`src/rtl/pattern_driver_mc_if.sv`:
```
// Field-store, readback and pad-drive bundle for pattern_driver_mc.
// The master side writes fields and steers the pwm phase; the slave side returns registered drive and readback.
interface pattern_driver_mc_if #(
  parameter int WIDTH     = 8,
  parameter int NO_TWEAKS = 8,
  parameter int NO_BUFS   = 8
);
  localparam int NFIELDS = 2*NO_TWEAKS + 6;
  localparam int AW      = $clog2(NFIELDS);
  localparam int BSW     = (NO_BUFS > 1) ? $clog2(NO_BUFS) : 1;

  logic                       pwm;
  logic [AW-1:0]              field_addr;
  logic [WIDTH-1:0]           field_in;
  logic                       field_write;
  logic                       commit;
  logic [AW-1:0]              rd_addr;
  logic                       rd_shadow;
  logic [WIDTH-1:0]           field_byte_out;
  logic                       pending;
  logic [BSW-1:0]             buffer_select;
  logic                       dead;
  logic [WIDTH-1:0]           p_drive;
  logic [WIDTH-1:0]           n_drive;
  logic [WIDTH-1:0]           tweak_sense;
  logic [WIDTH-1:0]           tweak_delay;
  logic [WIDTH*NO_TWEAKS-1:0] tweak_drive;

  modport master (
    output pwm, field_addr, field_in, field_write, commit, rd_addr, rd_shadow,
    input  field_byte_out, pending, buffer_select, dead, p_drive, n_drive,
           tweak_sense, tweak_delay, tweak_drive
  );

  modport slave (
    input  pwm, field_addr, field_in, field_write, commit, rd_addr, rd_shadow,
    output field_byte_out, pending, buffer_select, dead, p_drive, n_drive,
           tweak_sense, tweak_delay, tweak_drive
  );
endinterface

```
`src/rtl/pattern_driver_mc.sv`:
```
// Shadow/active drive-field store with pwm-edge commit, dead-time and phase-selected pad outputs.
// All outputs are registered one clk after their inputs; no backpressure, one update per clk.
module pattern_driver_mc #(
  parameter int WIDTH       = 8,
  parameter int NO_TWEAKS   = 8,
  parameter int NO_BUFS     = 8,
  parameter int DEAD_CYCLES = 2,
  parameter int GATE_SENSE  = 0
) (
  input logic              clk,
  input logic              rst,
  pattern_driver_mc_if.slave bus
);
  localparam int NFIELDS  = 2*NO_TWEAKS + 6;
  localparam int AW       = $clog2(NFIELDS);
  localparam int BSW      = (NO_BUFS > 1) ? $clog2(NO_BUFS) : 1;
  localparam int DCW      = (DEAD_CYCLES > 1) ? $clog2(DEAD_CYCLES) : 1;
  localparam int NBASE    = 4 + NO_TWEAKS;
  localparam int BS_MAX_I = NO_BUFS - 1;
  localparam int DC_LD_I  = (DEAD_CYCLES > 0) ? DEAD_CYCLES - 1 : 0;
  localparam logic [AW:0]     NF_LIM  = NFIELDS[AW:0];
  localparam logic [BSW-1:0]  BS_MAX  = BS_MAX_I[BSW-1:0];
  localparam logic [DCW-1:0]  DC_LOAD = DC_LD_I[DCW-1:0];

  logic [WIDTH-1:0]           shadow [NFIELDS];
  logic [WIDTH-1:0]           active [NFIELDS];
  logic                       pwm_prev;
  logic [DCW-1:0]             dead_cnt;
  logic                       edge_det;
  logic                       off;
  logic                       do_copy;
  logic                       wr_ok;
  logic [WIDTH-1:0]           sel_sense;
  logic [WIDTH-1:0]           sel_delay;
  logic [WIDTH-1:0]           gate_mask;
  logic [WIDTH*NO_TWEAKS-1:0] sel_tweak;

  assign edge_det = bus.pwm != pwm_prev;
  assign off      = (DEAD_CYCLES > 0) && (edge_det || dead_cnt != '0);
  assign do_copy  = edge_det && (bus.pending || bus.commit);
  assign wr_ok    = bus.field_write && ({1'b0, bus.field_addr} < NF_LIM);

  // P and N field groups share the same layout, offset by NBASE-2.
  always_comb begin
    sel_sense = pwm_prev ? active[2] : active[NBASE];
    sel_delay = pwm_prev ? active[3] : active[NBASE+1];
    gate_mask = (GATE_SENSE != 0) ? ~(sel_sense ^ {WIDTH{pwm_prev}}) : '1;
    sel_tweak = '0;
    for (int k = 0; k < NO_TWEAKS; k++) begin
      sel_tweak[k*WIDTH +: WIDTH] = (pwm_prev ? active[4+k] : active[NBASE+2+k]) & gate_mask;
    end
  end

  always_ff @(posedge clk or posedge rst) begin
    if (rst) begin
      for (int i = 0; i < NFIELDS; i++) begin
        shadow[i] <= '0;
        active[i] <= '0;
      end
      pwm_prev          <= 1'b0;
      dead_cnt          <= '0;
      bus.pending       <= 1'b0;
      bus.buffer_select <= BS_MAX;
    end else begin
      pwm_prev <= bus.pwm;
      if (edge_det)
        bus.buffer_select <= '0;
      else if (bus.buffer_select != BS_MAX)
        bus.buffer_select <= bus.buffer_select + 1'b1;
      if (edge_det)
        dead_cnt <= DC_LOAD;
      else if (dead_cnt != '0)
        dead_cnt <= dead_cnt - 1'b1;
      // Copy takes the pre-write shadow when a write lands in the same cycle.
      if (do_copy) begin
        for (int i = 0; i < NFIELDS; i++) active[i] <= shadow[i];
        bus.pending <= 1'b0;
      end else if (bus.commit) begin
        bus.pending <= 1'b1;
      end
      if (wr_ok) shadow[bus.field_addr] <= bus.field_in;
    end
  end

  always_ff @(posedge clk or posedge rst) begin
    if (rst) begin
      bus.dead           <= 1'b0;
      bus.p_drive        <= '1;
      bus.n_drive        <= '0;
      bus.tweak_sense    <= '0;
      bus.tweak_delay    <= '0;
      bus.tweak_drive    <= '0;
      bus.field_byte_out <= '0;
    end else begin
      bus.dead <= off;
      if (off) begin
        bus.p_drive     <= '1;
        bus.n_drive     <= '0;
        bus.tweak_drive <= '0;
      end else begin
        bus.p_drive     <= pwm_prev ? active[0] : '1;
        bus.n_drive     <= pwm_prev ? '0 : active[1];
        bus.tweak_sense <= sel_sense;
        bus.tweak_delay <= sel_delay;
        bus.tweak_drive <= sel_tweak;
      end
      if ({1'b0, bus.rd_addr} < NF_LIM)
        bus.field_byte_out <= bus.rd_shadow ? shadow[bus.rd_addr] : active[bus.rd_addr];
      else
        bus.field_byte_out <= '0;
    end
  end
endmodule

```
`src/flat_wrapper.sv`:
```
// flat-port wrapper written by rule: the top's interface ports become plain ports
module pattern_driver_mc_flat 
#(
  parameter int WIDTH       = 8,
  parameter int NO_TWEAKS   = 8,
  parameter int NO_BUFS     = 8,
  parameter int DEAD_CYCLES = 2,
  parameter int GATE_SENSE  = 0
)
  (clk, rst, bus_pwm, bus_field_addr, bus_field_in, bus_field_write, bus_commit, bus_rd_addr, bus_rd_shadow, bus_field_byte_out, bus_pending, bus_buffer_select, bus_dead, bus_p_drive, bus_n_drive, bus_tweak_sense, bus_tweak_delay, bus_tweak_drive);
  pattern_driver_mc_if #(.WIDTH(WIDTH), .NO_TWEAKS(NO_TWEAKS), .NO_BUFS(NO_BUFS)) bus_i ();
  input logic clk;
  input logic rst;
  input wire logic [$bits(bus_i.pwm)-1:0] bus_pwm;
  input wire logic [$bits(bus_i.field_addr)-1:0] bus_field_addr;
  input wire logic [$bits(bus_i.field_in)-1:0] bus_field_in;
  input wire logic [$bits(bus_i.field_write)-1:0] bus_field_write;
  input wire logic [$bits(bus_i.commit)-1:0] bus_commit;
  input wire logic [$bits(bus_i.rd_addr)-1:0] bus_rd_addr;
  input wire logic [$bits(bus_i.rd_shadow)-1:0] bus_rd_shadow;
  output wire logic [$bits(bus_i.field_byte_out)-1:0] bus_field_byte_out;
  output wire logic [$bits(bus_i.pending)-1:0] bus_pending;
  output wire logic [$bits(bus_i.buffer_select)-1:0] bus_buffer_select;
  output wire logic [$bits(bus_i.dead)-1:0] bus_dead;
  output wire logic [$bits(bus_i.p_drive)-1:0] bus_p_drive;
  output wire logic [$bits(bus_i.n_drive)-1:0] bus_n_drive;
  output wire logic [$bits(bus_i.tweak_sense)-1:0] bus_tweak_sense;
  output wire logic [$bits(bus_i.tweak_delay)-1:0] bus_tweak_delay;
  output wire logic [$bits(bus_i.tweak_drive)-1:0] bus_tweak_drive;
  assign bus_i.pwm = bus_pwm;
  assign bus_i.field_addr = bus_field_addr;
  assign bus_i.field_in = bus_field_in;
  assign bus_i.field_write = bus_field_write;
  assign bus_i.commit = bus_commit;
  assign bus_i.rd_addr = bus_rd_addr;
  assign bus_i.rd_shadow = bus_rd_shadow;
  assign bus_field_byte_out = bus_i.field_byte_out;
  assign bus_pending = bus_i.pending;
  assign bus_buffer_select = bus_i.buffer_select;
  assign bus_dead = bus_i.dead;
  assign bus_p_drive = bus_i.p_drive;
  assign bus_n_drive = bus_i.n_drive;
  assign bus_tweak_sense = bus_i.tweak_sense;
  assign bus_tweak_delay = bus_i.tweak_delay;
  assign bus_tweak_drive = bus_i.tweak_drive;
  pattern_driver_mc #(.WIDTH(WIDTH), .NO_TWEAKS(NO_TWEAKS), .NO_BUFS(NO_BUFS), .DEAD_CYCLES(DEAD_CYCLES), .GATE_SENSE(GATE_SENSE)) u_core (.clk(clk), .rst(rst), .bus(bus_i));
endmodule
```
`config.mk`:
```
export PLATFORM = sky130hd
export DESIGN_NAME = pattern_driver_mc_flat
export DESIGN_NICKNAME = d
export VERILOG_FILES = /design/src/rtl/pattern_driver_mc_if.sv /design/src/rtl/pattern_driver_mc.sv /design/src/flat_wrapper.sv
export SDC_FILE = /design/constraint.sdc
export NUM_CORES = 1
export LEC_CHECK = 0
export ABC_AREA = 1
export CORE_MARGIN = 2
export CORE_UTILIZATION = 60
export DETAILED_ROUTE_END_ITERATION = 12
export PLACE_DENSITY = 0.8
export REMOVE_ABC_BUFFERS = 1
export SLEW_MARGIN = 30
export SYNTH_ARGS = -nofsm -noshare
export SYNTH_HDL_FRONTEND = slang
export SYNTH_SLANG_ARGS = --single-unit
```
`constraint.sdc`:
```
create_clock -name clk -period 18.51 [get_ports clk]
set_input_delay 2.7765 -clock clk [delete_from_list [all_inputs] [get_ports clk]]
set_output_delay 2.7765 -clock clk [all_outputs]
set_load 0.01 [all_outputs]
```
* Yosys cells after proc, flatten, opt, wreduce, memory -nomap -nowiden
Cells that the tools add are included.
** Operators by class
- Add/sub/neg operators :: 2
- Magnitude comparators :: 5
- Eq/ne operators :: 2
- Muxes and demuxes :: 32
- Bitwise logic cells :: 2
- Reduce and logical (&&, ||, !) cells :: 7
** Operators by type and width (count)
- 176-bit bitwise mux :: 1
- 8-bit 2-to-1 mux :: 21
- 8-bit binary-select mux with 5-bit select :: 2
- 64-bit 2-to-1 mux :: 1
- 8-bit demux with 5-bit select :: 1
- 6-bit >= comparator (second input constant) :: 2
- 5-bit inverter with 6-bit output :: 2
- 5-bit less-than comparator (second input constant) :: 2
- 6-bit by 1-bit less-than comparator with 1-bit output (second input constant) :: 1
- 3-bit 2-to-1 mux :: 2
- 1-bit 2-to-1 mux :: 4
- 2-bit nonzero test :: 2
- 3-bit by 1-bit adder with 3-bit output (second input constant) :: 1
- 1-bit logical AND :: 3
- 3-bit != test (second input constant) :: 1
- 1-bit logical OR :: 2
- 1-bit != test :: 1
- 1-bit subtractor (second input constant) :: 1
** Word-level totals
- Flip-flop bits (word level) :: 463
- Input port bits :: 24
- Output and inout port bits :: 109
- Word-level logic and storage cells :: 105

* Depth between registers and ports, before layout
- Word-level depth :: 6
- Depth in mapped cells :: 12
- Gate-level depth less buffers :: 11

* Worst setup path after synthesis
OpenSTA, ideal clock, no wires.
- Kind :: input port to flip-flop
- Start point :: in bus_rd_addr[2]
- End point :: reg u_core.bus.field_byte_out[0]
- Arrival :: 3.923 ns
- Data required time :: 18.397 ns
- Path slack :: 14.474 ns
- Cell stages on the path :: 10
- Path buffers :: 3
- Cells stage by stage :: clkbuf_1 -> clkbuf_1 -> clkbuf_1 -> nand3_1 -> nand3_1 -> nand2_1 -> nand2_1 -> nand2_1 -> nand2_1 -> inv_1
** Between the ends
- Longest elaborated chain between the ends :: 6
** RTL lines
- from (decl) :: RTL line flat_wrapper.sv:19 : input wire logic [$bits(bus_i.rd_addr)-1:0] bus_rd_addr;
- 5-bit inverter with 6-bit output (not written as such) :: RTL line pattern_driver_mc.sv:108 : bus.field_byte_out <= bus.rd_shadow ? shadow[bus.rd_addr] : active[bus.rd_addr];
- 8-bit binary-select mux with 5-bit select :: RTL line pattern_driver_mc.sv:108
- 8-bit 2-to-1 mux (not written as such) (2 in series) :: RTL line pattern_driver_mc.sv:108
- 8-bit 2-to-1 mux :: RTL line pattern_driver_mc.sv:108
- 8-bit 2-to-1 mux * :: RTL line pattern_driver_mc.sv:107 : if ({1'b0, bus.rd_addr} < NF_LIM)
- to (signal assigned) :: RTL line pattern_driver_mc.sv:108
- to (decl) :: RTL line pattern_driver_mc_if.sv:37 : output field_byte_out, pending, buffer_select, dead, p_drive, n_drive,
Mark *: on every way between the ends. The rest lies on a longest branch, timed or not. The select of a mux whose other input is x is not followed.
A chain may end at the register's enable or synchronous reset.

* Worst setup path in the final report
- Start point :: in bus_rd_addr[0]
- End point :: reg u_core.bus.field_byte_out[4]
Same word-level chain as after synthesis.

==> metrics.txt <==
FF-to-FF setup slack=roughly 15 ns; Synth Instances=2853; global-route wire length before repair=approximately 110000 µm; drt drc=0; final setup fails=0; fin cells=3402; Synth Area per Inst=approximately 7.7 µm²; die area=between 30000 and 40000 µm²; Max Root-Sink Buffers=3; Hold Path Origin=u_core.shadow[17]$_DFFE_PP0P_; R2R depth=8; dpl ws=around 13 ns; Hold Crit Endpoint=u_core.shadow[17]$_DFFE_PP0P_; CP Max Fanout=99; site row count=69; Reg-to-Reg Start=u_core.pwm_prev$_DFF_PP0_; worst relative slew slack=0.352; WHS=around 0.47 ns; worst setup margin=about 13 ns; Die Y=~200 µm; startpoint types=input port; RSZ-0062 raised after global routing=no; final hold viol count=0; Max VDD drop=0.000101 V; Max-Cap Viols=0; hold_buf cts=0; Reg clk slew, reported paths=around 0.06 ns; n_diodes=0; critical path data arrival time=5.68 ns; core area=around 36000 µm²; drt pass-1 iters=6; clk_skew=~0.027 ns; DPL Wire Length=between 40000 and 50000 µm; Final ANT Viol Nets=0; Total Wirelength=between 60000 and 70000 µm; Die X-Extent=slightly below 200 µm; Root Driver=clkbuf_16; fill cell count=2813; origin of the worst setup path=bus_rd_addr[0]; average routed wire per standard cell=between 20 and 25 µm; Combinational Power Share=0.179; clk_lat worst skew=roughly 0.60 ns; CP most frequent cell=nand2_1; Internal Dissipation=between 1500 and 2000 µW; status=finished, final reports clean; switching part of the total=0.311; Final Max Tran Viols=0; antenna violations before repair=1; post-synthesis sequential area ratio=0.530; CTS Sinks=between 400 and 500; Hold Path Class=reg2reg; Starting Density=0.613; Leak=around 0.013 µW; synthesized flop and latch total=~460; CTS Buf Count=47; CP required=around 19 ns; number of global-route vias before repair=between 15000 and 20000; Synth-to-Final Area Change=13.9%; clock share of power=0.351; total grt overflow=0; WHS Path Cells=2; Total Neg Setup Slack=0 ns; Cell Pwr Density=approximately 110 nW/µm²; synthesis warning total=0; largest net degree at the start of global routing=between 150 and 200; RR Endpoint=u_core.active[98]$_DFFE_PP0P_; CP Class=in2reg; H-Tree Level Count=2; Fmax achieved=about 0.19 GHz; Tot GR Track Use=0.368; cell chain of the critical path=buf_6, inv_4, buf_4, nand2_1, nand3_1, nand3_1, nand3_1, nand2_1, nand2_1, nand2_1, nand2_1, inv_1; placed cells=approximately 3300; via/cell ratio=around 5.8; via count=slightly below 20000; CTS tree=yes; Initial DRC Count=2751; placer congestion estimate=just over 1; io pins=133; Final nets=2932; Post-CTS Setup Inserts=0; Crit. End Element=register; Post-Syn Area=21900 µm²; port bufs=132; worst slew pin tran=between 0.9 and 1 ns; # resized after CTS=0; post-synth cell types=32; Slowest-stage cell, CP=buf_4; CP peak stage delay=approximately 0.87 ns; Net Switching=853 µW; layout cells sized above 1=0.0728; Final Cycle Share=0.280; Reg power frac=0.469; Final min period=just over 5 ns; Core Util, Final=0.698
## per-layer routing
| metal | global-route usage | vias to the layer above | wire (µm) |
|---|---|---|---|
| li1 | - | 8913 | - |
| met1 | 0.510 | 9448 | 26600 |
| met4 | 0.207 | 0 | 4230 |
| met2 | 0.543 | 1263 | 30400 |
| met3 | 0.0763 | 256 | 8030 |
| met5 | 0.00255 | - | 0 |
## power by group through the flow
stage               combinational (µW)  sequential, µW  clock, µW
floorplan                          296            1280          0
global placement                   465            1290          0
detailed placement                 478            1300          0
CTS                                483            1280        967
global route                       549            1300       1010
finish                             493            1290        964
## registers in the layout, summed over array words and instances, names as in the netlist
signal	flops
u_core.bus.tweak_sense	8
u_core.bus.p_drive	8
u_core.bus.tweak_delay	8
u_core.shadow	176
u_core.bus.buffer_select	3
u_core.active	176
u_core.bus.pending	1
u_core.bus.tweak_drive	64
u_core.bus.n_drive	8
u_core.bus.field_byte_out	8
u_core.bus.dead	1
u_core.dead_cnt	1
u_core.pwm_prev	1
## area by class of cell
| type | count | area (µm²) | share of cell area |
|---|---|---|---|
| Sequential cell | 463 | 11600 | 0.465 |
| Multi-Input combinational cell | 1960 | 8630 | 0.346 |
| Timing Repair Buffer | 155 | 1520 | 0.0609 |
| Clock buffer | 73 | 1420 | 0.0567 |
| Inverter | 279 | 1080 | 0.0434 |
| Tap cell | 461 | 577 | 0.0231 |
| Clock inverter | 11 | 129 | 0.00516 |
## worst max path at each step
| stage | endpoint | slack [ns] | cells after the start |
|---|---|---|---|
| 3_3_place_gp | u_core.pwm_prev$_DFF_PP0_ | 12.54 | 4 |
| 4_1_cts | u_core.pwm_prev$_DFF_PP0_ | 13.50 | 4 |
| 6_report | u_core.bus.field_byte_out[4]$_DFF_PP0_ | 13.32 | 12 |
| 5_1_grt | u_core.active[98]$_DFFE_PP0P_ | 13.17 | 8 |
| 3_5_place_dp | u_core.pwm_prev$_DFF_PP0_ | 12.87 | 4 |
| 2_1_floorplan | u_core.active[0]$_DFFE_PP0P_ | 2.84 | 1 |
## critical path: cells and delay by family
kind	cells	cell delay [ns]
buffers and inverters	4	1.94
and+or+nand+nor	8	0.83
## synthesized netlist by cell type
cell type,number,share of area
a21oi_1,80,0.018
nand2_2,2,0.00057
inv_6,1,0.00040
mux2_2,2,0.0010
nor3_1,3,0.00069
buf_6,2,0.0010
buf_2,29,0.0066
nor2_4,20,0.010
clkinv_1,2,0.00034
o221a_2,14,0.0072
or2_2,5,0.0014
nand3_1,225,0.051
inv_1,263,0.045
xor2_1,1,0.00040
nand2_4,25,0.013
dfrtp_1,452,0.52
a21oi_4,1,0.00074
nand2_1,1285,0.22
nor2_2,2,0.00057
inv_2,8,0.0014
nor2_1,78,0.013
o21ai_0,177,0.040
inv_4,5,0.0014
ha_1,2,0.0011
dfstp_2,11,0.013
clkbuf_1,114,0.020
o21ai_1,17,0.0039
nor2_8,3,0.0027
buf_1,6,0.0010
o21ai_2,9,0.0036
a21oi_2,1,0.00040
nand4_1,8,0.0023
## cell families (layout without fill, tap and decap cells)
kind of cell | after synthesis | after routing | share of synthesized area
multiplexers | 2 | 2 | 0.00103
XOR/XNOR | 1 | 1 | 0.000400
flip-flops | 463 | 463 | 0.530
adder cells (fa/ha/maj) | 2 | 2 | 0.00114
AO/OA/AOI/OAI | 299 | 299 | 0.0746
AND/OR/NAND/NOR | 1656 | 1656 | 0.316
buffers and inverters | 430 | 518 | 0.0768
## cells in the final DEF (no fill, tap or decap), types with 3 or more instances in the layout
cell type,instances
clkbuf_16,48
o21ai_0,177
inv_2,7
or2_2,5
nand2_2,3
clkinv_2,7
o21ai_2,9
buf_6,4
clkdlybuf4s50_1,127
buf_2,4
dfstp_2,11
clkbuf_1,13
o221a_2,14
nand2_4,25
inv_4,6
nor3_1,3
dfrtp_1,451
inv_1,261
nand3_1,225
nand2_1,1284
nand4_1,8
nor2_2,3
a21oi_1,80
clkbuf_8,12
nor2_4,20
nor2_1,77
buf_4,18
nor2_8,3
o21ai_1,17
## metrics by stage
step	total power [µW]	area, µm²
finish	2740	25000
global route	2860	25000
CTS	2730	24900
detailed placement	1780	23400
global placement	1760	23400
floorplan	1570	21300
Note: power is estimated with default switching activity, not from simulation.
